`config.mk`:
```
export PLATFORM = sky130hd
export DESIGN_NAME = write_back_queue
export DESIGN_NICKNAME = d
export VERILOG_FILES = /design/src/rtl/wb_pkg.sv /design/src/rtl/load_align.sv /design/src/rtl/write_back_queue.sv
export SDC_FILE = /design/constraint.sdc
export NUM_CORES = 1
export LEC_CHECK = 0
export CAP_MARGIN = 40
export CORE_UTILIZATION = 55
export CTS_CLUSTER_DIAMETER = 40
export DETAILED_ROUTE_END_ITERATION = 7
export GPL_TIMING_DRIVEN = 0
export MAX_ROUTING_LAYER = met4
export PLACE_DENSITY = 0.9
export REMOVE_ABC_BUFFERS = 1
export SYNTH_ARGS = -nofsm -noshare
export SYNTH_HDL_FRONTEND = slang
export SYNTH_SLANG_ARGS = --single-unit
```
`constraint.sdc`:
```
create_clock -name clk -period 6.1 [get_ports clk]
set_input_delay 0.915 -clock clk [delete_from_list [all_inputs] [get_ports clk]]
set_output_delay 0.915 -clock clk [all_outputs]
set_load 0.05 [all_outputs]
```
`src/rtl/wb_pkg.sv`:
```
// Shared types for the write-back queue: load-type encoding and the queue entry.
// Per-entry pc/instr/is_load fields exist only when WB_TRACER_EN is defined.
package wb_pkg;

  // Entry result width; write_back_queue XLEN must match it.
  localparam int unsigned WB_XLEN = 32;

  typedef enum logic [2:0] {
    LB  = 3'b000,
    LH  = 3'b001,
    LW  = 3'b010,
    LBU = 3'b100,
    LHU = 3'b101
  } ld_type_e;

  typedef struct packed {
    logic [4:0]         rd;
    logic               we;
    logic [WB_XLEN-1:0] result;
`ifdef WB_TRACER_EN
    logic [WB_XLEN-1:0] pc;
    logic [31:0]        instr;
    logic               is_load;
`endif
  } wb_entry_t;

endpackage

```
`src/rtl/load_align.sv`:
```
// Combinational load alignment: picks the byte/halfword lane addressed by the
// byte offset, then sign- or zero-extends it according to the funct3 load type.
module load_align
  import wb_pkg::*;
#(
  parameter int unsigned XLEN = 32
) (
  input  logic [2:0]      ld_type,
  input  logic [1:0]      offset,
  input  logic [31:0]     word,
  output logic [XLEN-1:0] result
);

  logic [7:0]  lane_b;
  logic [15:0] lane_h;

  always_comb begin
    lane_b = '0;
    case (offset)
      2'd0: lane_b = word[7:0];
      2'd1: lane_b = word[15:8];
      2'd2: lane_b = word[23:16];
      2'd3: lane_b = word[31:24];
      default: lane_b = '0;
    endcase
    lane_h = offset[1] ? word[31:16] : word[15:0];

    // Undefined encodings (011, 110, 111) fall through to a full-word load.
    case (ld_type_e'(ld_type))
      LB:      result = XLEN'($signed(lane_b));
      LBU:     result = XLEN'(lane_b);
      LH:      result = XLEN'($signed(lane_h));
      LHU:     result = XLEN'(lane_h);
      default: result = XLEN'($signed(word));
    endcase
  end

endmodule

```
`src/rtl/write_back_queue.sv`:
```
// In-order write-back queue between execute/load and the register file.
// Define WB_TRACER_EN to add per-entry pc/instr storage and the trc_* retire trace.
module write_back_queue
  import wb_pkg::*;
#(
  parameter int unsigned XLEN  = 32,
  parameter int unsigned DEPTH = 4
) (
  input  logic                     clk,
  input  logic                     reset,
  input  logic                     in_valid_i,
  output logic                     in_ready_o,
  input  logic [XLEN-1:0]          ex_result_i,
  input  logic [XLEN-1:0]          load_data_i,
  input  logic [4:0]               rd_addr_i,
  input  logic                     rd_we_i,
  input  logic                     is_load_i,
  input  logic [2:0]               ld_type_i,
  output logic                     rf_we_o,
  output logic [4:0]               rf_addr_o,
  output logic [XLEN-1:0]          rf_data_o,
  input  logic                     rf_gnt_i,
  output logic [$clog2(DEPTH):0]   count_o
`ifdef WB_TRACER_EN
  ,
  input  logic [XLEN-1:0]          pc_i,
  input  logic [31:0]              instr_i,
  output logic                     trc_valid_o,
  output logic [XLEN-1:0]          trc_pc_o,
  output logic [31:0]              trc_instr_o,
  output logic [4:0]               trc_reg_addr_o,
  output logic [XLEN-1:0]          trc_reg_data_o,
  output logic                     trc_is_load_o
`endif
);

  localparam int unsigned AW = $clog2(DEPTH);
  localparam int unsigned CW = AW + 1;

  logic [AW-1:0]   wptr;
  logic [AW-1:0]   rptr;
  logic [CW-1:0]   count;
  wb_entry_t       q [DEPTH];
  wb_entry_t       head;
  wb_entry_t       push_entry;
  logic            head_valid;
  logic            head_we;
  logic            push;
  logic            pop;
  logic [XLEN-1:0] ld_result;

  load_align #(.XLEN(XLEN)) u_load_align (
    .ld_type (ld_type_i),
    .offset  (ex_result_i[1:0]),
    .word    (load_data_i[31:0]),
    .result  (ld_result)
  );

  always_comb begin
    push_entry        = '0;
    push_entry.rd     = rd_addr_i;
    push_entry.we     = rd_we_i;
    push_entry.result = is_load_i ? ld_result : ex_result_i;
`ifdef WB_TRACER_EN
    push_entry.pc      = pc_i;
    push_entry.instr   = instr_i;
    push_entry.is_load = is_load_i;
`endif
  end

  // Empty queue drives zeros so stale storage never shows on rf_addr_o/rf_data_o.
  always_comb begin
    head       = q[rptr];
    head_valid = (count != '0);
    head_we    = head_valid && head.we && (head.rd != '0);
    in_ready_o = (count < CW'(DEPTH));
    push       = in_valid_i && in_ready_o;
    pop        = head_valid && (rf_gnt_i || !head_we);
    rf_we_o    = head_we;
    rf_addr_o  = head_valid ? head.rd : '0;
    rf_data_o  = head_valid ? head.result : '0;
    count_o    = count;
  end

  always_ff @(posedge clk) begin
    if (reset) begin
      wptr  <= '0;
      rptr  <= '0;
      count <= '0;
    end else begin
      if (push) wptr <= wptr + 1'b1;
      if (pop)  rptr <= rptr + 1'b1;
      count <= count + CW'(push) - CW'(pop);
    end
  end

  always_ff @(posedge clk) begin
    if (!reset && push) q[wptr] <= push_entry;
  end

`ifdef WB_TRACER_EN
  always_ff @(posedge clk) begin
    if (reset) begin
      trc_valid_o    <= 1'b0;
      trc_pc_o       <= '0;
      trc_instr_o    <= '0;
      trc_reg_addr_o <= '0;
      trc_reg_data_o <= '0;
      trc_is_load_o  <= 1'b0;
    end else begin
      trc_valid_o <= pop;
      if (pop) begin
        trc_pc_o       <= head.pc;
        trc_instr_o    <= head.instr;
        trc_reg_addr_o <= head.rd;
        trc_reg_data_o <= head.result;
        trc_is_load_o  <= head.is_load;
      end
    end
  end
`endif

endmodule

```
== After elaboration in Yosys (flattened, before gate mapping) ==
Memories as Yosys holds them, arrays and structs flattened. A register that Yosys moved wholly into a read port is not among the register bits.
Cells that the tools add are included.

* Add/subtract/negate cells: 4
* $lt $le $gt $ge: 1
* Equality and inequality tests: 6
* Mux-type cells: 10
* Reduce and logical (&&, ||, !) cells: 12

{| class="wikitable"
|+ Operators with widths
! kind !! count
|-
| one-hot mux 32 bit (4 select lines) || 1
|-
| two-way mux 32 bit || 2
|-
| one-hot mux 8 bit (4 select lines) || 1
|-
| two-way mux 16 bit || 1
|-
| == test 3 bit, second input constant || 2
|-
| logical AND 1 bit || 5
|-
| two-way mux 5 bit || 1
|-
| nonzero test 5 bit || 1
|-
| adder 2 x 1 -> 2 bit, second input constant || 2
|-
| == test 2 bit, second input constant || 2
|-
| two-way mux 2 bit || 2
|-
| adder 3 x 1 -> 3 bit || 1
|-
| == test 3 x 1 -> 1 bit, second input constant || 1
|-
| zero test 3 bit || 1
|-
| less-than comparator 3 bit, second input constant || 1
|-
| nonzero test 3 bit || 1
|-
| subtractor 3 x 1 -> 3 bit || 1
|-
| == test 2 x 1 -> 1 bit, second input constant || 1
|-
| zero test 1 bit || 2
|-
| zero test 2 bit || 1
|-
| two-way mux 1 bit || 2
|-
| logical OR 1 bit || 1
|}

* Register bits after elaboration: 7
* RAM bits: 152
* Input bits: 78
* Output and inout bits: 42
* Word-level logic and storage cells: 37
* Memories kept: 1

{| class="wikitable"
|+ Memory list
! name !! depth !! bits a word !! rd ports !! clocked after Yosys merged registers in !! wr ports !! line !! source
|-
| q || 4 || 38 || 1 || 1 || 1 || write_back_queue.sv:43 || <nowiki>wb_entry_t q [DEPTH];</nowiki>
|}

== Depth between registers and ports, before layout ==
* Depth after elaboration: 8
* Mapped depth: 13
* Mapped depth without buffers: 12

== Modules after synthesis ==
A second synthesis with hierarchy kept.

* Cell total of the unflattened synthesis: 447
* Area total of the unflattened synthesis: 7300.8 µm²

{| class="wikitable"
|+ Modules (own cells, without submodules)
! module !! instances !! cells an instance !! area an instance (µm²) !! sequential area each (µm²)
|-
| write_back_queue || 1 || 336 || 6632.6 || 4744.6
|-
| load_align || 1 || 111 || 668.1 || 0.0
|}

== Worst setup path before layout ==
OpenSTA, ideal clock, no wires.

* Path kind: register to output
* Start point: reg count[1], in the netlist count_o[1]
* End point: out rf_data_o[10]
* Arrival: 2.046 ns
* Data required time: 5.185 ns
* Slack: 3.139 ns
* Stages on the path, launching flop included: 5
* Buffers on the path: 2
* Cells stage by stage: dfxtp_1 nor3_1 clkbuf_1 clkbuf_1 nor2b_1

* Longest elaborated chain between the ends: 2

{| class="wikitable"
|+ Ends and longest elaborated chain
! item !! line !! source
|-
| start, declared || write_back_queue.sv:42 || <nowiki>logic [CW-1:0] count;</nowiki>
|-
| start signal, assigned || write_back_queue.sv:93 || <nowiki>count <= count + CW'(push) - CW'(pop);</nowiki>
|-
| nonzero test 3 bit || write_back_queue.sv:74 || <nowiki>head_valid = (count != '0);</nowiki>
|-
| two-way mux 32 bit || write_back_queue.sv:81 || <nowiki>rf_data_o = head_valid ? head.result : '0;</nowiki>
|-
| end, declared || write_back_queue.sv:21 || <nowiki>output logic [XLEN-1:0] rf_data_o,</nowiki>
|}

Every way passes these cells.

==> impl_metrics.json <==
{
  "gp_congestion": 0.8213,
  "nets": 667,
  "syn-cell-area_sq_um": 7063,
  "area_delta_synth_final_pct": 28.72,
  "crit_chain": "mux4_2, nor3_2, nand2_2, nand2_1, nor2_1, clkdlybuf4s50_1",
  "p_int_mw": 2.476,
  "cts.hold.buffers_added": 0,
  "worstSetupPathType": "flip-flop to output pin",
  "reg2reg_setup_slack_ns": 2.75,
  "dp_hpwl_microns": 10970,
  "crit_required_ns": 5.18,
  "tritoncts": "done",
  "tightest_slew_ns": 0.8945,
  "portBuffers": 119,
  "reg2reg_to": "count_o[2]",
  "status": "completed",
  "synth_edf_count": 152,
  "arrival_ns": 2.93,
  "slowest_delay_ns": 0.73,
  "root_buffer": "clkbuf_16",
  "p_switching_mw": 1.423,
  "synthCells": 461,
  "rsz0062_at_grt": "false",
  "p_per_area_nw_per_um2": 428.9,
  "clock_sinks": 161,
  "initial_core_util_pct": 56.20,
  "num_rows": 41,
  "stdcell_area_sq_um": 9091,
  "timing.final.ws_setup_ns": 2.259,
  "finalSetupTns_ns": 0,
  "combPwrFrac_pct": 40.1,
  "total_power_mw": 3.899,
  "htree_num_levels": 4,
  "first_pass_iters": 7,
  "maxSlewHeadroom_pct": 40.37,
  "drt-total-wl_microns": 16260,
  "coreArea_sq_um": 12570,
  "whs_ns": 0.6015,
  "min_from": "rptr[1]",
  "place_ws_ns": 2.516,
  "synth_area_per_cell_sq_um": 15.32,
  "drv_cap": 0,
  "path_max_fanout": 16,
  "hold_path_end": "rptr[1]",
  "p_leak_nw": 3.033,
  "numCtsBuffers": 17,
  "synth-seq-cells": 161,
  "startpoint_type": "flip-flop",
  "antenna_cells": 0,
  "die_area_sq_um": 13300,
  "die_w_microns": 115.3,
  "hold_path_class": "flip-flop to flip-flop",
  "max_freq_ghz": 0.2603,
  "ys_warn_count": 0,
  "rr_worst_depth": 12,
  "final_hold_viol_count": 0,
  "grt_max_degree": 50,
  "slowest_stage": "dfxtp_2",
  "place_area_sq_um": 8549,
  "via_per_inst": 5.863,
  "yosys_most_used_dff": "edfxtp_1",
  "ir_drop_mv": 0.2082,
  "drv_slew": 0,
  "drive_above_1_share_pct": 14.96,
  "hold_depth": 2,
  "wire_per_inst_microns": 21.20,
  "grt_pass1_vias": 4621,
  "clk_pin_slew_worst_paths_ns": 0.06,
  "first_iter_violations": 441,
  "crit_family": "flip-flops",
  "insertion_delay_ns": 0.41,
  "antenna_found_initial": 0,
  "grt_pass1_wl_microns": 24920,
  "seq_area_frac_synth_pct": 67.17,
  "gr-total-overflow": 0,
  "ys_types": 37,
  "fin_crit_ns": 3.841,
  "p_sw_share_pct": 36.49,
  "die_h_microns": 115.3,
  "ioPinCount": 120,
  "postRouteAntennaNets": 0,
  "post-route-drc-count": 0,
  "grt.total_usage_pct": 27.21,
  "clock_path_buffers": 2,
  "vias": 4497,
  "cts_setup_buffers": 0,
  "cp-end-kind": "output pin",
  "fin_crit_sh_pct": 62.97,
  "power_frac_clock_pct": 24.9,
  "post_cts_resized": 0,
  "setup_viol": 0,
  "fin_skew_ns": 0.005983,
  "pwr-share-seq_pct": 35.1,
  "synth_async_sr_flop_share_pct": 0,
  "cp_num_buf_inv": 1
}
layer usage:
| layer | track usage [%] | vias to the layer above | share of wire, % |
|---|---|---|---|
| met5 | - | - | 0 |
| met4 | 10.39 | 0 | 2.3 |
| met3 | 4.850 | 36 | 7.1 |
| met2 | 45.75 | 270 | 52 |
| met1 | 32.93 | 2194 | 38 |
| li1 | - | 1997 | - |
worst max-delay path by stage:
stage | endpoint | slack [ns] | start | depth (start not counted)
after floorplan | rf_we_o | 1.64 | count_o[1] | 2
after global placement | rf_data_o[0] | -0.38 | count_o[1] | 3
after detailed placement | q[3][21] | 2.52 | ex_result_i[1] | 6
after CTS | rf_we_o | 2.19 | flip-flop | 6
after global routing | rf_we_o | 2.11 | flip-flop | 6
final | rf_we_o | 2.26 | flip-flop | 6
synth_stat cells, types with 2 or more instances:
cell,instances,share of area [%]
a21oi_1,47,3.3
mux4_1,2,0.74
inv_1,9,0.48
a21o_1,7,0.74
a221oi_1,8,0.99
dfxtp_1,9,2.6
buf_2,3,0.21
xnor2_1,3,0.37
a211oi_1,7,0.74
edfxtp_1,152,65
clkbuf_1,23,1.2
mux2_2,2,0.32
ha_1,6,1.1
nor2b_1,50,4.4
mux4_2,36,11
buf_1,2,0.11
and2_1,4,0.35
mux2i_1,2,0.28
nand2_1,21,1.1
nor2_1,51,2.7
area by class of cell:
class                           count  area, sq um
Clock inverter                     14        112.6
Inverter                            9        33.78
Sequential cell                   161         4747
Tap cell                          172        215.2
Clock buffer                       18        429.2
Multi-Input combinational cell    262         2175
Fill cell                         790         3477
Timing Repair Buffer              131         1379
kinds of logic (layout without fill, tap and decap cells):
logic type / Yosys count / count (layout) / share of synthesized area (%)
adders and majority gates: 7 / 7 / 1.346
muxes: 43 / 43 / 12.98
DFF: 161 / 161 / 67.17
buffers and inverters: 38 / 172 / 2.179
and+or+nand+nor: 132 / 132 / 9.229
xor gates and xnor gates: 3 / 3 / 0.3721
AOI/OAI and AO/OA: 77 / 77 / 6.714
stage by stage:
step | util, % | std cells
2_1_floorplan | - | 432
3_3_place_gp | 66.43 | 723
3_5_place_dp | 68.02 | 735
4_1_cts | 72.33 | 767
5_1_grt | 72.33 | 767
6_report | 72.33 | 767
tightest hold or removal path: cells and delay by family, from the launching register on:
family | cells | cell delay, ns
flip-flops | 1 | 0.32
AND/OR/NAND/NOR | 1 | 0.10
multiplexers | 1 | 0.15
power by group through the flow:
stage               clock (mW)  combinational, mW  sequential, mW
finish                   0.971               1.56            1.37
global placement             0               1.46            1.43
detailed placement           0               1.56            1.39
CTS                      0.982               1.57            1.37
global route              1.03               1.64            1.38
floorplan                    0              0.966            1.43
sequential cells by signal (all words and copies together) (netlist names), named ones only:
register  count
wptr          2
count_o       3
q           152
rptr          2
cell usage in the layout, fill, tap and decap left out, types with 3 or more instances in the layout:
cell               n
clkinvlp_4         3
nand2_1           21
clkinv_1           4
buf_12             6
mux4_2            36
nor2b_1           50
clkbuf_16         17
inv_6              3
inv_1              9
xnor2_1            3
ha_1               6
a211oi_1           7
buf_4              3
clkdlybuf4s50_1  118
edfxtp_1         152
dfxtp_1            7
and2_2             4
a21oi_1           47
a21o_1             7
nor2_1            51
a221oi_1           8
(Power assumes the default switching activity.)
